File: src/rtl/depacketizer_pkg.sv
// rtl/depacketizer_pkg.sv - shared flit field positions and VC count derivation
package depacketizer_pkg;

  // Field positions are offsets down from the flit MSB, so they hold for any flit width
  localparam int FLIT_VALID_OFS = 1;
  localparam int FLIT_HEAD_OFS  = 2;
  localparam int FLIT_TAIL_OFS  = 3;
  localparam int FLIT_VC_OFS    = 4;

  function automatic int num_vc(input int vc_address_width);
    return 1 << vc_address_width;
  endfunction

endpackage

File: src/rtl/depacketizer_vc_sched_if.sv
// rtl/depacketizer_vc_sched_if.sv - packet output handshake towards the downstream depacketizer
interface depacketizer_vc_sched_if #(
  parameter int WIDTH_PKT        = 36,
  parameter int VC_ADDRESS_WIDTH = 1
);
  logic [WIDTH_PKT-1:0]        pkt_out;
  logic [VC_ADDRESS_WIDTH-1:0] vc_out;
  logic                        ready_in;

  modport master (output pkt_out, output vc_out, input ready_in);
  modport slave  (input pkt_out, input vc_out, output ready_in);
endinterface

File: src/rtl/rr_arbiter.sv
// rtl/rr_arbiter.sv - round-robin arbiter, one-hot grant, pointer moves past the winner on enable
module rr_arbiter #(
  parameter int N = 2,
  parameter int W = 1
) (
  input  logic         clk,
  input  logic         rst,
  input  logic [N-1:0] req,
  input  logic         en,
  output logic [N-1:0] grant,
  output logic [W-1:0] winner,
  output logic         any
);
  logic [W-1:0] ptr;

  always_comb begin
    grant  = '0;
    winner = '0;
    any    = 1'b0;
    for (int i = 0; i < N; i++) begin
      if (!any && req[ptr + W'(i)]) begin
        any    = 1'b1;
        winner = ptr + W'(i);
      end
    end
    if (any) grant[winner] = 1'b1;
  end

  always_ff @(posedge clk) begin
    if (rst) begin
      ptr <= '0;
    end else if (en && any) begin
      ptr <= winner + W'(1);
    end
  end
endmodule

File: src/rtl/depacketizer_vc_sched.sv
// rtl/depacketizer_vc_sched.sv - reassembles head/tail flit pairs per VC into packets
// and schedules the per-VC packet FIFOs round-robin onto one registered output.
module depacketizer_vc_sched
  import depacketizer_pkg::*;
#(
  parameter int WIDTH_PKT        = 36,
  parameter int VC_ADDRESS_WIDTH = 1,
  parameter int BUF_DEPTH        = 2
) (
  input  logic                                clk,
  input  logic                                rst,
  input  logic [WIDTH_PKT/2-1:0]              flit_in,
  output logic [num_vc(VC_ADDRESS_WIDTH)-1:0] credit_out,
  depacketizer_vc_sched_if.master             pkt_if,
  output logic                                err_protocol,
  output logic                                err_overflow
);
  localparam int WF     = WIDTH_PKT / 2;
  localparam int NUM_VC = num_vc(VC_ADDRESS_WIDTH);
  localparam int AW     = (BUF_DEPTH > 1) ? $clog2(BUF_DEPTH) : 1;
  localparam int CW     = AW + 1;
  localparam logic [CW-1:0] FULL_COUNT = CW'(BUF_DEPTH);

  logic                        f_valid;
  logic                        f_head;
  logic                        f_tail;
  logic [VC_ADDRESS_WIDTH-1:0] f_vc;

  assign f_valid = flit_in[WF-FLIT_VALID_OFS];
  assign f_head  = flit_in[WF-FLIT_HEAD_OFS];
  assign f_tail  = flit_in[WF-FLIT_TAIL_OFS];
  assign f_vc    = flit_in[WF-FLIT_VC_OFS -: VC_ADDRESS_WIDTH];

  logic [NUM_VC-1:0]    hold_full;
  logic [WF-1:0]        hold_flit [NUM_VC];
  logic [WIDTH_PKT-1:0] mem       [NUM_VC][BUF_DEPTH];
  logic [AW-1:0]        wr_ptr    [NUM_VC];
  logic [AW-1:0]        rd_ptr    [NUM_VC];
  logic [CW-1:0]        count     [NUM_VC];

  logic                        hold_hit;
  logic                        proto_err;
  logic                        store_head;
  logic                        complete;
  logic                        push;
  logic                        overflow;
  logic                        load;
  logic                        any_req;
  logic [NUM_VC-1:0]           req;
  logic [NUM_VC-1:0]           grant;
  logic [NUM_VC-1:0]           pop;
  logic [NUM_VC-1:0]           push_vec;
  logic [VC_ADDRESS_WIDTH-1:0] winner;

  assign hold_hit   = hold_full[f_vc];
  assign proto_err  = f_valid & ((f_head & f_tail) | (f_tail & ~hold_hit) | (f_head & hold_hit));
  assign store_head = f_valid & f_head & ~f_tail & ~hold_hit;
  assign complete   = f_valid & f_tail & ~f_head & hold_hit;

  // The output register is empty exactly when its packet-valid bit (head flit valid) is clear
  assign load = ~pkt_if.pkt_out[WIDTH_PKT-1] | pkt_if.ready_in;

  always_comb begin
    req = '0;
    for (int v = 0; v < NUM_VC; v++) req[v] = (count[v] != '0);
  end

  rr_arbiter #(
    .N (NUM_VC),
    .W (VC_ADDRESS_WIDTH)
  ) u_arb (
    .clk    (clk),
    .rst    (rst),
    .req    (req),
    .en     (load),
    .grant  (grant),
    .winner (winner),
    .any    (any_req)
  );

  assign pop = load ? grant : '0;

  // A same-cycle pop frees the slot, so a full FIFO still accepts the completing tail
  assign push     = complete & ((count[f_vc] != FULL_COUNT) | pop[f_vc]);
  assign overflow = complete & (count[f_vc] == FULL_COUNT) & ~pop[f_vc];
  assign push_vec = push ? (NUM_VC'(1) << f_vc) : '0;

  always_ff @(posedge clk) begin
    if (rst) begin
      hold_full <= '0;
      for (int v = 0; v < NUM_VC; v++) begin
        hold_flit[v] <= '0;
        wr_ptr[v]    <= '0;
        rd_ptr[v]    <= '0;
        count[v]     <= '0;
      end
      pkt_if.pkt_out <= '0;
      pkt_if.vc_out  <= '0;
      credit_out     <= '0;
      err_protocol   <= 1'b0;
      err_overflow   <= 1'b0;
    end else begin
      credit_out <= pop;
      if (proto_err) err_protocol <= 1'b1;
      if (overflow)  err_overflow <= 1'b1;
      if (store_head) begin
        hold_full[f_vc] <= 1'b1;
        hold_flit[f_vc] <= flit_in;
      end
      if (complete) hold_full[f_vc] <= 1'b0;
      for (int v = 0; v < NUM_VC; v++) begin
        if (push_vec[v]) wr_ptr[v] <= wr_ptr[v] + AW'(1);
        if (pop[v])      rd_ptr[v] <= rd_ptr[v] + AW'(1);
        count[v] <= count[v] + CW'(push_vec[v]) - CW'(pop[v]);
      end
      if (load) begin
        pkt_if.pkt_out <= any_req ? mem[winner][rd_ptr[winner]] : '0;
        pkt_if.vc_out  <= any_req ? winner : '0;
      end
    end
  end

  always_ff @(posedge clk) begin
    if (push) mem[f_vc][wr_ptr[f_vc]] <= {hold_flit[f_vc], flit_in};
  end
endmodule

File: src/flat_wrapper.sv
// flat-port wrapper written by rule: the top's interface ports become plain ports
module depacketizer_vc_sched_flat import depacketizer_pkg::*;
#(
  parameter int WIDTH_PKT        = 36,
  parameter int VC_ADDRESS_WIDTH = 1,
  parameter int BUF_DEPTH        = 2
)
  (clk, rst, flit_in, credit_out, err_protocol, err_overflow, pkt_if_pkt_out, pkt_if_vc_out, pkt_if_ready_in);
  depacketizer_vc_sched_if #(.WIDTH_PKT(WIDTH_PKT), .VC_ADDRESS_WIDTH(VC_ADDRESS_WIDTH)) pkt_if_i ();
  input  logic clk;
  input  logic rst;
  input  logic [WIDTH_PKT/2-1:0] flit_in;
  output logic [num_vc(VC_ADDRESS_WIDTH)-1:0] credit_out;
  output logic err_protocol;
  output logic err_overflow;
  output wire logic [$bits(pkt_if_i.pkt_out)-1:0] pkt_if_pkt_out;
  output wire logic [$bits(pkt_if_i.vc_out)-1:0] pkt_if_vc_out;
  input wire logic [$bits(pkt_if_i.ready_in)-1:0] pkt_if_ready_in;
  assign pkt_if_pkt_out = pkt_if_i.pkt_out;
  assign pkt_if_vc_out = pkt_if_i.vc_out;
  assign pkt_if_i.ready_in = pkt_if_ready_in;
  depacketizer_vc_sched #(.WIDTH_PKT(WIDTH_PKT), .VC_ADDRESS_WIDTH(VC_ADDRESS_WIDTH), .BUF_DEPTH(BUF_DEPTH)) u_core (.clk(clk), .rst(rst), .flit_in(flit_in), .credit_out(credit_out), .pkt_if(pkt_if_i), .err_protocol(err_protocol), .err_overflow(err_overflow));
endmodule
File: config.mk
export PLATFORM = sky130hd
export DESIGN_NAME = depacketizer_vc_sched_flat
export DESIGN_NICKNAME = d
export VERILOG_FILES = /design/src/rtl/depacketizer_pkg.sv /design/src/rtl/depacketizer_vc_sched_if.sv /design/src/rtl/rr_arbiter.sv /design/src/rtl/depacketizer_vc_sched.sv /design/src/flat_wrapper.sv
export SDC_FILE = /design/constraint.sdc
export NUM_CORES = 1
export LEC_CHECK = 0
export CORE_MARGIN = 2
export CORE_UTILIZATION = 48
export CTS_CLUSTER_SIZE = 16
export DETAILED_ROUTE_END_ITERATION = 8
export PLACE_DENSITY = 0.67
export SLEW_MARGIN = 25
export SYNTH_ARGS = -nofsm -noshare
export SYNTH_HDL_FRONTEND = slang
export SYNTH_SLANG_ARGS = --single-unit
export TNS_END_PERCENT = 50
File: constraint.sdc
create_clock -name clk -period 14.95 [get_ports clk]
set_clock_uncertainty 0.2 [all_clocks]
set_input_delay 2.99 -clock clk [delete_from_list [all_inputs] [get_ports clk]]
set_output_delay 2.99 -clock clk [all_outputs]
set_load 0.1 [all_outputs]
==> results.txt <==
# diodes: 0
die height: 140 µm
sequential element share of the synthesized area: 73.3%
Nets: 669
startpoint types: primary input
max-slew headroom at the worst pin: 30.5%
Hold Path Class: reg2reg
later-pin clock latency in the skew report: 510 ps
Hold-fix buffers, CTS: 0
Leakage: 3.76 nW
fillcell total: 1367
Slowest Stage Delay on Critical Path: 850 ps
WL final: 17.3 mm
H-tree depth: 1
most common cell in the netlist: edfxtp_1
dominant cells by area after synthesis: edfxtp_1 62%, dfxtp_1 11%, mux2i_1 8.1%
post-cts resize count: 0
worst path cell trace: clkdlybuf4s50_1, buf_4, inv_1, nor3_1, and3_1, buf_4
Total GRT Usage: 17.9%
Layout area overhead: 20.5%
Row Count: 49
synthesized cell area: 0.00885 mm²
Avg Synthesized Cell Area: 15.4 µm²
worst path arrival time: 5840 ps
Core ar.: 0.0180 mm²
met3 GRT Util: 2.79%
CTS Sinks: 232
Synth Register Bits: 232
RSZ-0062 raised after global routing: false
M1 GR Usage: 24.4%
PortBufs: 61
Die Area: 0.0195 mm²
Non-Filler Instances: 893
Async SR Flop Fraction: 0%
R2R Setup Slk: 12080 ps
ys flop type: edfxtp_1
total power density per cell area: 208 mW/mm²
first-pass GRT wire length: 27.6 mm
Pwr Total: 0.00222 W
largest net degree at the start of global routing: 38
CTS max path bufs: 3
Max Clk Rate: 170 MHz
Inst Count DP: 849
Mapped Cells: 573
vias in the first global route: 5088
GRT busiest layer: met2
GR Overflow Total: 0
placer congestion estimate: 0.743
Area after DPL: 0.00978 mm²
Critical Path RT: 14920 ps
Unique masters post-synth: 41
fraction of layout cells with a size suffix above 1: 13.1%
Initial DRC Count: 426
most used cell, CP: buf_4
Final Slew Violations: 0
initial antenna violation count: 0
critical path type: in2reg
io pins: 62
EDFF count, synth: 184
top cell type's share of synthesized area: 62.5%
slowest CP cell: and3_1
met2 usage: 30.0%
Final Hold Violating Endpoints: 0
CTS tree: yes
Worst Reg-to-Reg Cells: 4
Peak VDD IR: 0.000151 V
slew at the pin closest to its max-slew limit: 1040 ps
Synth area leader: edfxtp_1
Via Count: 4974
critical path peak fanout: 36
Num CTS Buffers: 24
most frequent cells after synthesis: 184 x edfxtp_1, 78 x nand2_1, 72 x mux2i_1
Starting Density: 49.1%
Pre-antenna DRT Iters: 5
DRC: 0
CTS root buffer: clkbuf_16
Final setup viols: 0
Vias/cell: 5.57
run status: finished, final reports clean
Tcrit/Tclk final: 39.2%
Max-Cap Viols: 0
final instance area: 0.0107 mm²
Wirelength per Cell: 19.4 µm
Final min period: 5870 ps
antenna-violating nets left: 0
Post-CTS Setup Repair Bufs: 0
post-detail-place hpwl: 10.6 mm
Setup TNS Final: 0 ps
Post-Route Utilization: 59.1%
Reg clk slew, reported paths: 60 ps
hold path cells: 1
yosys warns: 0
Die X: 140 µm
crit end category: register
[worst max-delay path: cells and delay by family]
kind | cells | cell delay, ps
simple gates | 2 | 1340
buf+inv | 4 | 1480
[worst paths after layout]
check,start,endpoint
setup / recovery,flit_in[14],u_core.mem[1][23]
hold / removal,u_core.pkt_if.pkt_out[14],u_core.pkt_if.pkt_out[14]
setup reg to reg,u_core.count[0][0],u_core.mem[1][23]
hold reg to reg,u_core.pkt_if.pkt_out[14],u_core.pkt_if.pkt_out[14]
[metal layers]
metal	part of all wire [%]	wire length (µm)
met4	2.3	393
met2	49	8440
met1	44	7650
met5	0	0
met3	4.8	829
[sequential cells by signal (all words and copies together), names as in the netlist, named ones only]
name	count
u_core.credit_out	2
u_core.mem	144
u_core.hold_flit	36
u_core.u_arb.ptr	1
u_core.pkt_if.pkt_out	36
u_core.wr_ptr	2
u_core.pkt_if.vc_out	1
u_core.count	4
u_core.rd_ptr	2
u_core.err_protocol	1
u_core.err_overflow	1
[layout by cell type, fill, tap and decap left out, types with 2 or more instances in the layout]
cell             count
a31oi_1              3
or2_2                4
inv_1                9
nor3_1              10
nor2_2               3
edfxtp_1           184
buf_4               13
clkinv_2             5
clkbuf_16           25
mux2i_1             72
a32o_1              35
dfxtp_1             48
inv_4                2
a21oi_1              4
clkinv_1             3
a211oi_1             2
conb_1               3
ha_1                 2
o211ai_1             2
mux2_2              21
clkdlybuf4s50_1     61
nor2_1               7
and2_1              29
nand2_1             78
bufinv_16            6
clkbuf_1             2
nor4_1               3
xor2_1               2
[power breakdown]
part | switching, W | internal [W] | total [W] | leakage [nW]
Sequential | 0.0000385 | 0.000760 | 0.000798 | 2.11
Combinational | 0.000567 | 0.000209 | 0.000776 | 1.23
Clock | 0.000236 | 0.000408 | 0.000644 | 0.429
[area by class of cell]
cell class	count	area (µm²)	area share, %
repair buffers	76	751	7.05
well taps	229	287	2.69
clock buffers	27	633	5.94
clock inverters	17	236	2.22
multi-input cells	303	2230	20.9
inverters	9	33.8	0.317
flip-flops and latches	232	6490	60.9
[metrics by stage]
step           setup slack [ps]  hold WS (ps)
2_1_floorplan              7250           241
3_3_place_gp               8450           249
3_5_place_dp               8350           255
4_1_cts                    8880           267
5_1_grt                    8860           294
6_report                   9080           262
[kinds of logic (layout without fill, tap and decap cells)]
| group | after synthesis | count (layout) | synth area share (%) |
|---|---|---|---|
| XOR/XNOR | 2 | 2 | 0.198 |
| buffers and inverters | 40 | 129 | 1.82 |
| other | 1 | 3 | 0.0424 |
| AO/OA/AOI/OAI | 55 | 55 | 5.57 |
| AND/OR/NAND/NOR | 148 | 148 | 7.94 |
| adder cells (fa/ha/maj) | 2 | 2 | 0.283 |
| multiplexers | 93 | 93 | 10.8 |
| flip-flops | 232 | 232 | 73.3 |
No activity file was read; power rests on OpenSTA's default activity.
==> RTL edit, RTL diff (same flow settings) <==
`WIDTH_PKT` is set to 36 in 3 places; all go to 54.
--- a/src/rtl/depacketizer_vc_sched_if.sv
+++ b/src/rtl/depacketizer_vc_sched_if.sv
@@ -1,5 +1,5 @@
 // rtl/depacketizer_vc_sched_if.sv - packet output handshake towards the downstream depacketizer
 interface depacketizer_vc_sched_if #(
-  parameter int WIDTH_PKT        = 36,
+  parameter int WIDTH_PKT        = 54,
   parameter int VC_ADDRESS_WIDTH = 1
 );
--- a/src/rtl/depacketizer_vc_sched.sv
+++ b/src/rtl/depacketizer_vc_sched.sv
@@ -4,5 +4,5 @@
   import depacketizer_pkg::*;
 #(
-  parameter int WIDTH_PKT        = 36,
+  parameter int WIDTH_PKT        = 54,
   parameter int VC_ADDRESS_WIDTH = 1,
   parameter int BUF_DEPTH        = 2
--- a/src/flat_wrapper.sv
+++ b/src/flat_wrapper.sv
@@ -2,5 +2,5 @@
 module depacketizer_vc_sched_flat import depacketizer_pkg::*;
 #(
-  parameter int WIDTH_PKT        = 36,
+  parameter int WIDTH_PKT        = 54,
   parameter int VC_ADDRESS_WIDTH = 1,
   parameter int BUF_DEPTH        = 2
Interface: changed (resized flit_in and pkt_if_pkt_out); port bits go from 62 to 89. The function was not compared with the original's and may differ.
==> RTL edit against the original RTL <==
Setup slack improved by 390 ps. First-iteration DRC count rose by 4.5%. Synthesized area rose by 47%. Power rose by 39%. Sequential cell count rose by 108. Via count rose by 38%. Design area rose by 44%. Wire length rose by 41%. Critical endpoint is now u_core.mem[0][100]$_DFFE_PP_. Largest cell class unchanged.
==> RTL edit: results <==
{
  "largest_register_ffs": 216,
  "cts-root-buf": "clkbuf_16",
  "layout.cells.non_filler": 1287,
  "top_layer_used": "met4",
  "wire_per_inst_um": 18.9,
  "port_buffers": 88,
  "globalRouteMet3Util_pct": 2.85,
  "use_met1_pct": 24.2,
  "post_cts_resize_count": 0,
  "cts_buffers": 35,
  "drive_gt1_share_pct": 11.2,
  "drt_iter0_drc": 445,
  "cp_top_family": "buffers and inverters",
  "dr_wl_met2_mm": 11.4,
  "fin_ws_ps": 9470,
  "p_clk_share_pct": 27.0,
  "synth_fa_ha_area_share_pct": 0.192,
  "gp_congestion": 0.734,
  "nets": 952,
  "worstPathArrival_ps": 5400,
  "use_met2_pct": 28.2,
  "synthMuxAreaShare_pct": 10.8,
  "num_antenna_cells": 0,
  "hold_depth": 2,
  "drt-vias-per-instance": 5.34,
  "dp.cells": 1223,
  "cp_max_fo": 54,
  "critPathMaxStageDelay_ps": 630,
  "dp_slack_ps": 8950,
  "synth-edff-count": 274,
  "grt_pass1_vias": 6911,
  "netlist_top_cells_area": "edfxtp_1, dfxtp_1, mux2i_1, a32o_1, nand2_1",
  "ys_top_cells_by_count": "edfxtp_1, nand2_1, mux2i_1",
  "max-slew-margin-rel_pct": 31.5,
  "place_area_mm2": 0.0142,
  "power_sequential_uw": 1160,
  "max-vdd-ir-drop_mv": 0.189,
  "synthArstFlopShare_pct": 0,
  "cp_slowest_cell": "buf_4",
  "synth_cell_types": 48,
  "routed-wl-met3_mm": 1.04,
  "m1WireLength_mm": 11.4,
  "grt_pass1_wl_mm": 38.2,
  "power_density_mw_per_mm2": 201,
  "hpwl_mm": 14.2,
  "leakagePower_uw": 0.00536,
  "grt_usage_pct": 17.4,
  "status": "finished, final reports clean",
  "htreeDepth": 2,
  "synth-compound-area-share_pct": 5.48,
  "synth-seq-area-share_pct": 73.3,
  "p_int_uw": 1910,
  "drt_first_pass_iters": 4,
  "synth-xor-area-share_pct": 0.134,
  "grt_max_degree": 55,
  "fillers": 2083,
  "synth.avg_cell_area_um2": 15.9,
  "worstRegToRegCells": 5,
  "clock_path_buffers": 3
}
RTL edit: changes by cell type in the layout (fill, tap and decap cells not counted), sizes merged, moves of 26 or more:
cell	change
mux2i	+35
edfxtp	+90
nand2	+41
clkbuf	+30
clkdlybuf4s50	+26
RTL edit: path summary, 6_finish.rpt:
check                                          from                                end  slack (ps)
setup / recovery                    pkt_if_ready_in       u_core.mem[0][100]$_DFFE_PP_        9470
hold / removal    u_core.pkt_if.vc_out$_SDFFE_PP0N_  u_core.pkt_if.vc_out$_SDFFE_PP0N_         260
setup reg to reg      u_core.count[0][1]$_SDFF_PP0_        u_core.mem[1][54]$_DFFE_PP_       12110
hold reg to reg   u_core.pkt_if.vc_out$_SDFFE_PP0N_  u_core.pkt_if.vc_out$_SDFFE_PP0N_         260
RTL edit: cell type report:
type	count	area (µm²)	share of cell area, %
inverter	6	22.5	0.147
multi-input combinational	432	3250	21.1
clock buffer	57	1020	6.64
clock inverter	6	76.3	0.497
timing repair buffer	105	1020	6.66
sequential	340	9550	62.1
tap	341	427	2.78
